<file path="config.mk">
export PLATFORM = sky130hd
export DESIGN_NAME = regfile_commit_sequencer
export DESIGN_NICKNAME = d
export VERILOG_FILES = /design/src/rtl/regfile_commit_sequencer_pkg.sv /design/src/rtl/regfile_commit_sequencer_fifo.sv /design/src/rtl/regfile_commit_sequencer.sv
export SDC_FILE = /design/constraint.sdc
export NUM_CORES = 1
export LEC_CHECK = 0
export CAP_MARGIN = 20
export CORE_ASPECT_RATIO = 0.8
export CORE_MARGIN = 4
export CORE_UTILIZATION = 50
export DETAILED_ROUTE_END_ITERATION = 16
export GPL_TIMING_DRIVEN = 0
export PLACE_DENSITY = 0.73
export SKIP_LAST_GASP = 1
export SLEW_MARGIN = 20
export SYNTH_ARGS = -nofsm -noshare
export SYNTH_HDL_FRONTEND = slang
export SYNTH_HIERARCHICAL = 1
export SYNTH_SLANG_ARGS = --single-unit
export TNS_END_PERCENT = 100
</file>
<file path="constraint.sdc">
create_clock -name in_clk -period 11.5 [get_ports in_clk]
set_input_delay 1.725 -clock in_clk [delete_from_list [all_inputs] [get_ports in_clk]]
set_output_delay 1.725 -clock in_clk [all_outputs]
set_load 0.01 [all_outputs]
</file>
<file path="src/rtl/regfile_commit_sequencer_pkg.sv">
// regfile_commit_sequencer_pkg: commit entry/flag types and GPR/ROB width macros shared by the commit path
`ifndef GPR_IDX_SIZE
`define GPR_IDX_SIZE 5
`endif
`ifndef GPR_SIZE
`define GPR_SIZE 32
`endif
`ifndef ROB_IDX_SIZE
`define ROB_IDX_SIZE 6
`endif
package regfile_commit_sequencer_pkg;
  localparam int GIW = `GPR_IDX_SIZE;
  localparam int GW = `GPR_SIZE;
  localparam int RIW = `ROB_IDX_SIZE;
  typedef struct packed {
    logic n;
    logic z;
    logic c;
    logic v;
  } nzcv_t;
  typedef struct packed {
    logic [GIW-1:0] reg_index;
    logic [GW-1:0]  value;
    logic [RIW-1:0] rob_index;
    logic           set_nzcv;
    nzcv_t          nzcv;
  } commit_entry_t;
endpackage

</file>
<file path="src/rtl/regfile_commit_sequencer_fifo.sv">
// commit_fifo: 2-write/1-read circular FIFO of commit entries with count and flush
module commit_fifo
  import regfile_commit_sequencer_pkg::*;
#(
  parameter int DEPTH = 4
) (
  input  logic                         in_clk,
  input  logic                         in_rst,
  input  logic                         in_flush,
  input  logic [1:0]                   in_wr_en,
  input  commit_entry_t [1:0]          in_wr_data,
  input  logic                         in_rd_en,
  output commit_entry_t                out_rd_data,
  output logic [$clog2(DEPTH+1)-1:0]   out_count
);
  localparam int PW = $clog2(DEPTH);
  localparam int CW = $clog2(DEPTH + 1);
  commit_entry_t r_mem [DEPTH];
  logic [PW-1:0] r_head, r_tail;
  logic [CW-1:0] r_count;
  logic [1:0] w_n_push;
  commit_entry_t w_first;
  assign w_n_push = {1'b0, in_wr_en[0]} + {1'b0, in_wr_en[1]};
  // a lone lane-1 write still lands at the tail slot
  assign w_first = in_wr_en[0] ? in_wr_data[0] : in_wr_data[1];
  always_ff @(posedge in_clk) begin
    if (!in_rst && !in_flush) begin
      if (|in_wr_en) r_mem[r_tail] <= w_first;
      if (&in_wr_en) r_mem[r_tail + PW'(1)] <= in_wr_data[1];
    end
  end
  always_ff @(posedge in_clk) begin
    if (in_rst || in_flush) begin
      r_head <= '0;
      r_tail <= '0;
      r_count <= '0;
    end else begin
      r_tail <= r_tail + PW'(w_n_push);
      r_head <= r_head + PW'(in_rd_en);
      r_count <= r_count + CW'(w_n_push) - CW'(in_rd_en);
    end
  end
  assign out_rd_data = r_mem[r_head];
  assign out_count = r_count;
endmodule

</file>
<file path="src/rtl/regfile_commit_sequencer.sv">
// regfile_commit_sequencer: buffers 2-wide ROB retires into 1 regfile commit/cycle; REGFILE_COMMIT_BYPASS_EN adds empty-FIFO lane-0 bypass
module regfile_commit_sequencer
  import regfile_commit_sequencer_pkg::*;
#(
  parameter int DEPTH = 4
) (
  input  logic                        in_clk,
  input  logic                        in_rst,
  input  logic [1:0]                  in_rob_commit_valid,
  input  logic [1:0][GIW-1:0]         in_rob_reg_index,
  input  logic [1:0][GW-1:0]          in_rob_commit_value,
  input  logic [1:0][RIW-1:0]         in_rob_commit_rob_index,
  input  logic [1:0]                  in_rob_set_nzcv,
  input  nzcv_t [1:0]                 in_rob_nzcv,
  input  logic                        in_flush,
  output logic                        out_rob_commit_ready,
  output logic                        out_reg_should_commit,
  output logic [GIW-1:0]              out_reg_reg_index,
  output logic [GW-1:0]               out_reg_commit_value,
  output logic [RIW-1:0]              out_reg_commit_rob_index,
  output logic                        out_reg_set_nzcv,
  output nzcv_t                       out_reg_nzcv,
  output logic [$clog2(DEPTH+1)-1:0]  out_occupancy,
  output logic                        out_overflow
);
  localparam int CW = $clog2(DEPTH + 1);
  commit_entry_t [1:0] w_lane;
  commit_entry_t w_head, w_out, r_entry;
  logic [CW-1:0] w_count;
  logic [1:0] w_accept, w_push;
  logic w_bypass, w_pop, r_should_commit, r_overflow;
  for (genvar i = 0; i < 2; i++) begin : g_lane
    assign w_lane[i] = '{reg_index: in_rob_reg_index[i], value: in_rob_commit_value[i],
                         rob_index: in_rob_commit_rob_index[i], set_nzcv: in_rob_set_nzcv[i],
                         nzcv: in_rob_nzcv[i]};
  end
  assign out_rob_commit_ready = w_count <= CW'(DEPTH - 2);
  assign w_accept = in_rob_commit_valid & {2{out_rob_commit_ready & ~in_flush}};
`ifdef REGFILE_COMMIT_BYPASS_EN
  // only when no registered commit is already on the port this cycle
  assign w_bypass = w_accept[0] && w_count == '0 && !r_should_commit;
`else
  assign w_bypass = 1'b0;
`endif
  assign w_push = {w_accept[1], w_accept[0] & ~w_bypass};
  assign w_pop = w_count != '0 && !in_flush;
  commit_fifo #(.DEPTH(DEPTH)) u_fifo (
    .in_clk     (in_clk),
    .in_rst     (in_rst),
    .in_flush   (in_flush),
    .in_wr_en   (w_push),
    .in_wr_data (w_lane),
    .in_rd_en   (w_pop),
    .out_rd_data(w_head),
    .out_count  (w_count)
  );
  always_ff @(posedge in_clk) begin
    if (in_rst) begin
      r_should_commit <= 1'b0;
      r_entry <= '0;
      r_overflow <= 1'b0;
    end else begin
      r_should_commit <= w_pop;
      r_entry <= w_pop ? w_head : w_bypass ? w_lane[0] : r_entry;
      r_overflow <= r_overflow | (|in_rob_commit_valid & ~out_rob_commit_ready & ~in_flush);
    end
  end
  assign w_out = w_bypass ? w_lane[0] : r_entry;
  assign out_reg_should_commit = r_should_commit | w_bypass;
  assign out_reg_reg_index = w_out.reg_index;
  assign out_reg_commit_value = w_out.value;
  assign out_reg_commit_rob_index = w_out.rob_index;
  assign out_reg_set_nzcv = w_out.set_nzcv;
  assign out_reg_nzcv = w_out.nzcv;
  assign out_occupancy = w_count;
  assign out_overflow = r_overflow;
endmodule
</file>
==> impl_metrics.py, run 1 <==
metrics = {
    "critical_path": {
        "path_cells": "clkdlybuf4s50_1 > nor3b_1 > clkbuf_1 > clkbuf_1 > clkbuf_1 > inv_1 > ha_1 > a2111oi_2 > buf_2 > buf_4 > buf_2 > buf_2",
        "crit_slowest_cell": "a2111oi_2",
        "cp_slowest_stage_delay_ns": 0.61,
        "critPathCaptureType": "register",
        "reg2reg_from": "u_fifo/out_count[1]",
        "r2r_cells": 12,
        "regToRegEndpoint": "u_fifo/r_mem[3][40]",
        "critical_path.max_fanout": 10,
        "startpoint_type": "input pin",
        "required_ns": 11.73,
        "worstSetupPathType": "input pin to register",
        "crit_arrival_ns": 6.11,
        "ff2ff_setup_slack_ns": 6.83,
    },
    "min_path": {
        "hold_path_class": "register to register",
        "whs_path_depth": 2,
        "min_from": "out_overflow",
        "min_to": "out_overflow",
    },
    "sta": {
        "tightestPinTransition_ns": 0.755,
        "rsz0062_at_grt": "no",
        "finalSetupViolations": 0,
        "hold_ws_ns": 0.448,
        "slew_headroom": 0.497,
        "hold_violations": 0,
        "fin_tns_setup_ns": 0,
        "clock.fmax_ghz": 0.170,
        "drv_slew": 0,
        "period_share": 0.512,
        "skew_ns": 0.0134,
        "final.min_clock_period_ns": 5.89,
    },
    "global_routing": {
        "grt_pass1_vias": 7997,
        "grt_pass1_wl_um": 46200,
        "grt_antenna_before_repair": 1,
        "grt_max_degree": 24,
        "grt_use_total": 0.234,
        "grt.overflow.total": 0,
    },
    "route": {
        "totalWireLength_um": 30700,
        "drc": 0,
        "avgRoutedWirePerCell_um": 22.8,
        "ant_nets": 0,
        "vias": 7941,
        "dr.first_iter.drc_count": 730,
        "via_per_inst": 5.90,
        "dr.pass1.iters": 5,
    },
    "power": {
        "peakVddDrop_mv": 0.0953,
        "cellLeakagePower_nw": 4.77,
        "power_density_nw_per_um2": 145,
    },
    "finish": {
        "n_antenna_cell": 0,
        "seq_area_um2": 6910,
        "final_area_um2": 14600,
        "layout-drive-gt1-share": 0.149,
        "multi_input_area_um2": 4430,
        "fill_cells": 1710,
        "area_delta_synth_final_pct": 24.9,
        "fin_nets": 1131,
    },
    "synth": {
        "synth_common_cells": "edfxtp_1, o2bb2ai_1, nand2b_1",
        "syn_area_um2": 11700,
        "ys_seq_elements": 249,
        "avgSynthCellArea_um2": 14.4,
        "yosysUniqueCellTypes": 33,
        "synth_warnings": 6,
        "async_reset_ff_frac": 0,
        "ys.flop_type": "edfxtp_1",
        "synth_edf_count": 192,
        "ys_seq_area_frac": 0.590,
        "yosysTopAreaCell": "edfxtp_1",
        "synth.net_count": 925,
        "yosys-top-cells-area": "edfxtp_1, o2bb2ai_1, dfxtp_1",
        "synth_cells": 816,
        "synth_top_area_share": 0.492,
    },
    "placement": {
        "dp_hpwl_um": 21300,
        "gp_congestion": 0.809,
        "place_area_um2": 13900,
        "port_buffers": 154,
    },
    "clocking": {
        "ctsHoldBuffers": 0,
        "post-cts-setup-buffers": 0,
        "insertion_delay_ns": 0.53,
        "h-tree-depth": 1,
        "cts_sinks": 249,
        "cts_buffers": 25,
        "cts-root-buf": "clkbuf_16",
        "post_cts_resize_count": 0,
        "path_clk_slew_ns": 0.06,
        "cts_buffer_depth": 3,
        "cts_tree": "done",
    },
    "floorplanning": {
        "start_util": 0.515,
        "rows": 49,
        "dieArea_um2": 25900,
        "ios": 155,
        "die_h_um": 145,
        "die_w_um": 179,
        "coreArea_um2": 22700,
    },
    "run_status": {
        "run_status": "completed",
    },
    "run": {
        "maxCapViolations": 0,
    },
}
## per-stage QoR
step | setup WS (ns) | util | instances | power (mW)
finish | 5.61 | 0.643 | 1347 | 2.12
global route | 5.39 | 0.643 | 1347 | 2.20
CTS | 5.62 | 0.643 | 1347 | 2.14
detailed placement | 5.11 | 0.610 | 1301 | 1.38
global placement | -7.32 | 0.599 | 1276 | 1.37
floorplan | 0.127 | - | 816 | 1.24
## cell families after synthesis
kind of cell / after synthesis / share of synthesized area
buffers and inverters: 85 / 0.0345
adder cells (fa/ha/maj): 8 / 0.00919
XOR/XNOR: 5 / 0.00374
multiplexers: 96 / 0.133
flip-flops: 249 / 0.590
AND/OR/NAND/NOR: 171 / 0.0798
AO/OA/AOI/OAI: 202 / 0.150
## final cells by class
class                           count  area share
Clock buffer                       30      0.0447
Multi-Input combinational cell    482       0.303
Timing Repair Buffer              179       0.120
Inverter                           11     0.00282
Clock inverter                     16     0.00701
Buffer                             74      0.0248
Sequential cell                   249       0.472
Tap cell                          306      0.0262
## state kept, by name (all words and copies together) (netlist names)
register                  count
u_fifo/r_mem                192
out_reg_commit_value         32
out_reg_commit_rob_index      6
out_reg_reg_index             5
out_reg_nzcv                  4
u_fifo/out_count              3
u_fifo/r_head                 2
u_fifo/r_tail                 2
out_overflow                  1
out_reg_set_nzcv              1
out_reg_should_commit         1
## worst max-delay path by stage
stage | start | end | depth (start not counted)
CTS | in_flush | u_fifo/r_mem[3][42] | 12
global route | in_flush | u_fifo/r_mem[3][42] | 12
finish | in_flush | u_fifo/r_mem[3][40] | 12
global placement | in_flush | u_fifo/r_mem[3][39] | 8
floorplan | in_flush | u_fifo/r_mem[3][0] | 7
detailed placement | in_flush | u_fifo/r_mem[3][40] | 12
## report_power, final
part	leakage, nW	switching, mW	internal, mW
combinational	2.20	0.163	0.169
clock	0.375	0.335	0.427
sequential	2.20	0.0147	1.01
total	4.77	0.512	1.61
## layer usage
layer	track usage	part of all wire
met2	0.381	0.47
met1	0.341	0.43
met4	0.0521	0.016
met3	0.0335	0.076
met5	0	0.00036
## cells in the final DEF (no fill, tap or decap), types with 13 or more instances in the layout
cell type,Yosys,routed
edfxtp_1,192,192
buf_4,10,13
buf_2,26,44
nand2b_1,96,96
clkbuf_1,32,36
clkdlybuf4s50_1,0,154
dfxtp_1,57,57
mux4_2,48,48
clkbuf_16,0,25
nand2_1,48,48
mux2i_1,48,48
o2bb2ai_1,192,192
## worst max-delay path: cells and delay by family
| family | cells | cell delay [ns] |
|---|---|---|
| AOI/OAI and AO/OA | 1 | 0.61 |
| adders and majority gates | 1 | 0.31 |
| and+or+nand+nor | 1 | 0.38 |
| buffers and inverters | 9 | 3.07 |
Note: power is estimated with default switching activity, not from simulation.
==> run 2, diff against run 1 <==
Settings changed: PLACE_DENSITY 0.73 to 0.7.
Clock period 11.5 ns to 5.7 ns, I/O delays scaled along.
==> run 2 against run 1 <==
  * Highest routed layer is now met4
  * Design area up 0.52%
  * Non-clock buffer count is 10 lower
  * Combinational power grew 100%
  * Utilization up 0.34 points
  * Largest cell class unchanged
  * Global-route usage down 0.084 points
  * Setup slack lost 5.3 ns
  * Final cell count decreased by 0.82%
  * Via count rose by 0.98%
  * Hold slack improved by 0.0021 ns
  * Count of clock-buffer cells in the layout up 4
  * Power up 100%
==> impl_metrics.py, run 2 (synthesis results as in run 1) <==
metrics = {
    "power": {
        "seqPwrFrac": 0.478,
        "cellLeakagePower_nw": 4.75,
        "peakVddDrop_mv": 0.176,
        "internal-power_mw": 3.33,
        "switching_power_mw": 1.02,
        "power_mw": 4.35,
        "p_clk_frac": 0.367,
        "p_sw_frac": 0.235,
        "power_density_nw_per_um2": 296,
        "combPwrFrac": 0.155,
    },
    "finish": {
        "final_cell_count_no_fill": 1336,
        "fill_cells": 1671,
        "n_antenna_cell": 0,
        "fin_nets": 1121,
        "area_delta_synth_final_pct": 25.6,
        "layout_common_cells": "o2bb2ai_1, edfxtp_1, clkdlybuf4s50_1, nand2b_1, dfxtp_1",
        "multi_input_area_um2": 4450,
        "seq_area_um2": 6910,
        "top_register": "u_fifo/r_mem",
        "layout-drive-gt1-share": 0.147,
        "largest_reg_flops": 192,
    },
    "placement": {
        "dp_hpwl_um": 21200,
        "placed_cells": 1291,
        "gp_congestion": 0.796,
        "port_buffers": 154,
        "dp_slack_ns": -0.0773,
    },
    "critical_path": {
        "cp_top_family": "buffers and inverters",
        "crit_arrival_ns": 5.56,
        "crit_buf_inv": 8,
        "critPathCaptureType": "register",
        "regToRegEndpoint": "u_fifo/r_mem[1][6]",
        "critPathMostFrequentCell": "clkbuf_1",
        "required_ns": 5.91,
        "startpoint_type": "input pin",
        "path_cells": "clkdlybuf4s50_1 > nor3b_1 > clkbuf_1 > clkbuf_1 > clkbuf_1 > inv_1 > ha_1 > a2111oi_4 > buf_6 > buf_4 > buf_4",
        "crit_slowest_cell": "a2111oi_4",
        "reg2reg_from": "u_fifo/out_count[0]",
        "r2r_cells": 11,
        "ff2ff_setup_slack_ns": 0.71,
        "critical_path.max_fanout": 10,
        "worstSetupPathType": "input pin to register",
        "cp_slowest_stage_delay_ns": 0.88,
    },
    "floorplanning": {
        "dieArea_um2": 25900,
        "die_h_um": 145,
        "die_w_um": 179,
        "rows": 49,
        "start_util": 0.515,
        "ios": 155,
        "coreArea_um2": 22700,
    },
    "sta": {
        "clock.fmax_ghz": 0.187,
        "hold_violations": 0,
        "final.min_clock_period_ns": 5.35,
        "drv_slew": 0,
        "finalSetupViolations": 0,
        "tightestPinTransition_ns": 0.905,
        "rsz0062_at_grt": "no",
        "slew_headroom": 0.397,
        "setup_slack_ns": 0.346,
        "period_share": 0.939,
        "skew_ns": 0.0147,
    },
    "clocking": {
        "cts_tree": "done",
        "cts_buffers": 25,
        "post_cts_resize_count": 0,
        "cts-root-buf": "clkbuf_16",
        "h-tree-depth": 1,
        "insertion_delay_ns": 0.51,
        "path_clk_slew_ns": 0.06,
        "post-cts-setup-buffers": 0,
        "cts_buffer_depth": 3,
        "cts_sinks": 249,
        "ctsHoldBuffers": 0,
    },
    "route": {
        "avgRoutedWirePerCell_um": 22.9,
        "dr.pass1.iters": 5,
        "vias": 8019,
        "dr.first_iter.drc_count": 694,
        "ant_nets": 0,
        "drc": 0,
        "totalWireLength_um": 30600,
        "via_per_inst": 6.00,
    },
    "min_path": {
        "min_from": "out_overflow",
        "min_to": "out_overflow",
        "whs_path_depth": 2,
        "hold_path_class": "register to register",
    },
    "global_routing": {
        "grt_use_total": 0.234,
        "grt_pass1_wl_um": 46300,
        "grt_pass1_vias": 8059,
        "grt.overflow.total": 0,
        "grt_antenna_before_repair": 0,
        "grt_max_degree": 24,
    },
    "run": {
        "maxCapViolations": 0,
    },
    "run_status": {
        "run_status": "completed",
    },
}
run 2: cell count changes in the layout (fill, tap and decap cells not counted), moves of 2 or more:
cell       change
a2111oi_2      -2
a2111oi_4      +2
buf_2         -18
buf_4          +2
buf_6          +6
clkbuf_1       -2
clkbuf_8       +6
clkinv_1       -5
run 2: worst register-to-register path, cell delays in order, from the launching register on:
cell and delay [ns]:
dfxtp_1 0.37, a21o_1 0.21, nor3b_1 0.35, clkbuf_1 0.43
clkbuf_1 0.45, clkbuf_1 0.69, inv_1 0.20, ha_1 0.36
a2111oi_4 0.88, buf_6 0.27, buf_4 0.23, buf_4 0.24
run 2: routing by layer:
| metal | track usage | share of wire |
|---|---|---|
| met1 | 0.333 | 0.43 |
| met2 | 0.386 | 0.47 |
| met3 | 0.0348 | 0.081 |
| met4 | 0.0525 | 0.021 |
| met5 | 0 | 0 |
run 2: worst max path at each step:
stage / start / endpoint / slack (ns) / cells past startpoint
6_report: in_flush / u_fifo/r_mem[1][6] / 0.35 / 11
2_1_floorplan: in_flush / u_fifo/r_mem[1][0] / -0.10 / 7
5_1_grt: in_flush / u_fifo/r_mem[1][8] / 0.19 / 11
3_5_place_dp: in_flush / u_fifo/r_mem[1][5] / -0.08 / 11
4_1_cts: in_flush / u_fifo/r_mem[1][6] / 0.45 / 11
3_3_place_gp: in_flush / u_fifo/r_mem[3][39] / -4.00 / 8
run 2: final cells by class:
class | instances | share of cell area
sequential | 249 | 0.470
multi-input combinational | 482 | 0.303
timing repair buffer | 169 | 0.119
clock buffer | 34 | 0.0496
tap | 306 | 0.0260
buffer | 74 | 0.0247
clock inverter | 11 | 0.00536
inverter | 11 | 0.00281
run 2: stage by stage:
step                setup TNS (ns)   util  hold WS (ns)  area (µm²)
floorplan                    -9.76      -         0.470       11700
global placement           -613.33  0.600         0.437       13600
detailed placement          -0.886  0.611         0.441       13900
CTS                              0  0.646         0.449       14700
global route                     0  0.646         0.472       14700
finish                           0  0.646         0.450       14700
run 2: power groups by stage:
stage / Combinational (mW) / Clock (mW) / Sequential (mW)
floorplan: 0.366 / 0 / 2.13
global placement: 0.647 / 0 / 2.12
detailed placement: 0.673 / 0 / 2.12
CTS: 0.675 / 1.62 / 2.08
global route: 0.724 / 1.70 / 2.08
finish: 0.673 / 1.60 / 2.08
==> run 3, diff against run 2 <==
Clock period 5.7 ns to 6 ns, I/O delays scaled along.
==> run 3 against run 2 <==
  * Via count rose by 0.59%
  * Clock skew shrank 0.0059 ns
  * Power is 4.0% lower
  * Largest power group unchanged
  * Highest routed layer unchanged
==> impl_metrics.py, run 3 (synthesis results as in run 1) <==
metrics = {
    "critical_path": {
        "reg2reg_from": "u_fifo/out_count[0]",
        "worstSetupPathType": "input pin to register",
        "crit_slowest_cell": "a2111oi_2",
        "cp_slowest_stage_delay_ns": 0.83,
        "worstSetupStartpoint": "in_flush",
        "regToRegEndpoint": "u_fifo/r_mem[1][11]",
        "r2r_cells": 12,
        "startpoint_type": "input pin",
        "ff2ff_setup_slack_ns": 1.22,
        "required_ns": 6.23,
        "critPathCaptureType": "register",
        "critPathMostFrequentCell": "clkbuf_1",
        "path_cells": "clkdlybuf4s50_1 > nor3b_1 > clkbuf_1 > clkbuf_1 > clkbuf_1 > inv_1 > ha_1 > a2111oi_2 > buf_2 > buf_4 > buf_4 > buf_2",
        "critical_path.max_fanout": 10,
        "crit_path_end": "u_fifo/r_mem[1][11]",
        "crit_arrival_ns": 5.45,
    },
    "route": {
        "dr.pass1.iters": 5,
        "dr.first_iter.drc_count": 662,
        "vias": 8066,
        "ant_nets": 0,
        "via_per_inst": 5.98,
        "totalWireLength_um": 31300,
        "avgRoutedWirePerCell_um": 23.2,
        "drc": 0,
    },
    "sta": {
        "finalSetupViolations": 0,
        "clock.fmax_ghz": 0.191,
        "hold_violations": 0,
        "drv_slew": 0,
        "period_share": 0.870,
        "tightestPinTransition_ns": 0.849,
        "slew_headroom": 0.433,
        "hold_ws_ns": 0.471,
        "skew_ns": 0.00882,
        "rsz0062_at_grt": "no",
        "final.min_clock_period_ns": 5.22,
    },
    "power": {
        "internal-power_mw": 3.18,
        "p_clk_frac": 0.373,
        "power_mw": 4.17,
        "switching_power_uw": 990,
        "power_density_nw_per_um2": 284,
        "seqPwrFrac": 0.473,
        "p_sw_frac": 0.237,
        "combPwrFrac": 0.153,
        "peakVddDrop_mv": 0.182,
        "cellLeakagePower_nw": 4.81,
    },
    "floorplanning": {
        "dieArea_um2": 25900,
        "ios": 155,
        "die_h_um": 145,
        "start_util": 0.515,
        "coreArea_um2": 22700,
        "rows": 49,
        "die_w_um": 179,
    },
    "finish": {
        "fin_nets": 1132,
        "area_delta_synth_final_pct": 25.5,
        "top_register": "u_fifo/r_mem",
        "n_antenna_cell": 0,
        "layout-drive-gt1-share": 0.154,
        "largest_reg_flops": 192,
        "layout_common_cells": "o2bb2ai_1, edfxtp_1, clkdlybuf4s50_1, nand2b_1, dfxtp_1",
    },
    "run_status": {
        "run_status": "completed",
    },
    "clocking": {
        "ctsHoldBuffers": 0,
        "post-cts-setup-buffers": 0,
        "cts-root-buf": "clkbuf_16",
        "cts_sinks": 249,
        "insertion_delay_ns": 0.52,
        "cts_buffers": 25,
        "cts_tree": "done",
        "h-tree-depth": 1,
        "path_clk_slew_ns": 0.06,
        "cts_buffer_depth": 3,
        "post_cts_resize_count": 0,
    },
    "run": {
        "maxCapViolations": 0,
    },
    "global_routing": {
        "grt_antenna_before_repair": 0,
        "grt_pass1_vias": 8270,
        "grt_max_degree": 23,
        "grt_pass1_wl_um": 47500,
        "grt.overflow.total": 0,
        "grt_use_total": 0.241,
    },
    "min_path": {
        "hold_path_class": "register to register",
    },
    "placement": {
        "port_buffers": 154,
        "dp_hpwl_um": 21400,
        "gp_congestion": 0.811,
    },
}
[run 3: cell count changes in the layout (fill, tap and decap cells not counted), sizes merged]
cell    change
buf        +11
clkbuf      -1
bufinv      +2
clkinv      -1
inv         +1
[run 3: layout make-up]
type | instances | area, µm²
plain buffers | 74 | 363
clock buffers | 33 | 666
clock inverters | 13 | 145
fillers | 1693 | 8050
inverters | 11 | 41.3
multi-input cells | 482 | 4430
flip-flops and latches | 249 | 6910
well taps | 306 | 383
repair buffers | 180 | 1770
[run 3: per-layer routing]
layer | vias to the layer above | global-route usage | routed length, µm
met5 | - | 0 | 0
met4 | 0 | 0.0645 | 722
met3 | 48 | 0.0426 | 2600
met2 | 390 | 0.385 | 14600
met1 | 3982 | 0.347 | 13400
li1 | 3646 | - | -
[run 3: power groups by stage]
stage	Combinational [mW]	Clock, mW	Sequential [mW]
floorplan	0.346	0	2.02
global placement	0.616	0	2.02
detailed placement	0.637	0	2.01
CTS	0.640	1.58	1.97
global route	0.689	1.66	1.98
finish	0.640	1.56	1.97
[run 3: worst min path at each step]
stage / start / to / slack, ns / cells past startpoint
after global routing: out_reg_commit_value[30] / out_reg_commit_value[30] / 0.48 / 2
final: out_reg_commit_value[30] / out_reg_commit_value[30] / 0.47 / 2
after detailed placement: out_overflow / out_overflow / 0.46 / 2
after global placement: out_reg_commit_value[30] / out_reg_commit_value[30] / 0.46 / 2
after CTS: out_reg_commit_value[30] / out_reg_commit_value[30] / 0.48 / 2
after floorplan: out_overflow / out_overflow / 0.47 / 2
[run 3: worst max-delay path, delay by kind of cell]
| family | cells | cell delay (ns) |
|---|---|---|
| AO/OA/AOI/OAI | 1 | 0.83 |
| AND/OR/NAND/NOR | 1 | 0.34 |
| buffers and inverters | 9 | 3.04 |
| adder cells (fa/ha/maj) | 1 | 0.31 |
[run 3: through the flow]
stage | std cells | utilization | TNS (ns) | area (µm²) | setup slack [ns]
global route | 1348 | 0.646 | 0 | 14700 | 0.503
global placement | 1276 | 0.600 | -989.28 | 13600 | -8.30
detailed placement | 1302 | 0.611 | 0 | 13900 | 0.279
CTS | 1348 | 0.646 | 0 | 14700 | 0.817
finish | 1348 | 0.646 | 0 | 14700 | 0.778
floorplan | 816 | - | -212.62 | 11700 | -2.21
==> variant: new RTL, flow settings as in run 3 <==
Add a define of `REGFILE_COMMIT_BYPASS_EN`.
--- a/src/rtl/regfile_commit_sequencer.sv
+++ b/src/rtl/regfile_commit_sequencer.sv
@@ -1,4 +1,6 @@
 // regfile_commit_sequencer: buffers 2-wide ROB retires into 1 regfile commit/cycle; REGFILE_COMMIT_BYPASS_EN adds empty-FIFO lane-0 bypass
+`define REGFILE_COMMIT_BYPASS_EN
+
 module regfile_commit_sequencer
   import regfile_commit_sequencer_pkg::*;
 #(
Check against the original RTL: not equivalent (a bounded check fails within 4 cycles, from zero or initial values and one cycle with in_rst high).
==> variant against run 3 <==
- wire length rose by 4.9%
- sequential cell count did not move
- synthesized area did not move
- cell area barely moved
- setup slack got worse by 0.24 ns
- power rose by 7.7%
- register-to-register slack got worse by 0.03 ns
- count of clock-buffer cells in the layout fell by 3
- critical endpoint is now u_fifo/r_mem[1][9]
==> variant: results (changes against run 3) <==
setup_path:
  cp_max_fo: 12  # +2
  timing.rr.end: "u_fifo/r_mem[1][9]"
  cp.arrival_ns: 5.69  # +0.24 ns
  timing.rr.start: "u_fifo/out_count[2]"
  ff2ff_setup_slack_ns: 1.19  # -0.03 ns
  r2r_cells: 15  # +3
grt:
  grt_max_degree: 26  # +13%
  antenna_found_initial: 0  # unchanged
  grt_first_pass_wirelength_mm: 49.0  # +3.2%
  grt_pass1_vias: 8223  # -0.57%
  grt.total_usage_pct: 25.0  # +0.85 points
finish:
  largest-register: "u_fifo/r_mem"
  antenna_cells: 0  # unchanged
  fill_cells: 1680  # -0.77%
  drive_gt1_share_pct: 20.7  # +5.4 points
  nets: 1078  # -4.8%
worst_hold_path:
  hp-start: "out_overflow"
  hold_path_depth: 2  # unchanged
  min_to: "out_overflow"
power:
  irDropWorstVdd_mv: 0.194  # +6.4%
  leakage_uw: 0.00498  # +3.7%
cts:
  cts-resized-gates: 0  # unchanged
  clkTransAtPathRegs_ns: 0.06  # about the same
place:
  portBuffers: 154  # unchanged
  place_hpwl_mm: 21.7  # +1.3%
  place_area_mm2: 0.0139  # -0.11%
  gp_congestion: 0.784  # -3.2%
synth:
  synth_nets: 886  # -4.2%
  yosys-top-cells-count: "192 x edfxtp_1, 192 x o2bb2ai_1, 57 x dfxtp_1"
  synth.distinct_cells: 34  # +3.0%
  synth.area.top_cells: "edfxtp_1 49%, o2bb2ai_1 14%, dfxtp_1 9.7%"
detailed_routing:
  vias_per_cell: 6.29  # +5.1%
  wl_per_cell_um: 25.4  # +9.3%
  drt-initial-drc-count: 833  # +26%
timing:
  worstMarginPinSlew_ns: 0.808  # -0.0407 ns
  finalClockSkew_ns: 0.0148  # +0.00601 ns
run_status:
  status: "finished, final reports clean"
## variant: cell types whose count changed after synthesis, sizes merged, moves of 3 or more
cell    change
a22o       +48
buf        +15
clkbuf     -15
mux2       +48
mux2i      -48
nand2b     -94
nor2        +3
## variant: per-layer routing
metal / global-route usage, % / share of wire (%) / vias to the layer above / routed length [um]
met5: 0 / 0 / - / 0
met4: 5.81 / 1.8 / 0 / 605
met3: 4.21 / 9.1 / 44 / 2990
met2: 40.1 / 46 / 407 / 15200
met1: 36.2 / 43 / 4102 / 14000
li1: - / - / 3587 / -
## variant: stage by stage
| step | std cells | hold slack (ns) | setup WS, ns |
|---|---|---|---|
| finish | 1294 | 0.529 | 0.538 |
| global route | 1294 | 0.573 | 0.183 |
| floorplan | 777 | 0.503 | 0.181 |
| detailed placement | 1248 | 0.513 | 0.00326 |
| CTS | 1294 | 0.536 | 0.538 |
| global placement | 1237 | 0.513 | -3.54 |
## variant: report_power, final
| group | total, uW | internal (uW) | switching (uW) | leakage (uW) |
|---|---|---|---|---|
| Combinational | 906 | 475 | 431 | 0.00237 |
| Sequential | 2000 | 1970 | 24.4 | 0.00220 |
| Clock | 1590 | 920 | 668 | 0.000406 |
## variant: how the worst max path moves through the flow
stage,from,end,slack (ns),cells past startpoint
floorplan,in_flush,u_fifo/r_mem[2][0],0.18,14
global placement,in_flush,u_fifo/r_mem[2][43],-3.54,15
detailed placement,in_flush,u_fifo/r_mem[2][33],0.003,17
CTS,in_flush,u_fifo/r_mem[1][37],0.54,16
global route,in_flush,u_fifo/r_mem[1][5],0.18,16
finish,in_flush,u_fifo/r_mem[1][9],0.54,16
## variant: cells by family after synthesis
group           Yosys count  synth area share (%)
fa+ha+maj                 8                 0.919
compound gates          249                  18.5
simple gates             88                  3.30
mux                      96                  14.1
xor+xnor                  4                 0.299
flops                   249                  59.0
buf+inv                  83                  3.91
## variant: area by class of cell
class	count	area, um^2	area share (%)
buffer	74	424	2.88
clock buffer	30	664	4.52
clock inverter	16	164	1.11
inverter	9	33.8	0.230
multi-input combinational	445	4380	29.8
sequential	249	6910	47.0
tap	306	383	2.60
timing repair buffer	165	1750	11.9
## variant: critical path, stage by stage
cell             delay, ns
clkdlybuf4s50_1       0.63
nand2b_1              0.20
or3_1                 0.11
clkbuf_1              0.31
buf_6                 0.24
buf_6                 0.21
nor3b_1               0.28
clkbuf_1              0.43
buf_1                 0.51
buf_2                 0.38
inv_1                 0.09
ha_1                  0.24
a21oi_1               0.21
nor3b_4               0.55
buf_8                 0.23
buf_8                 0.17
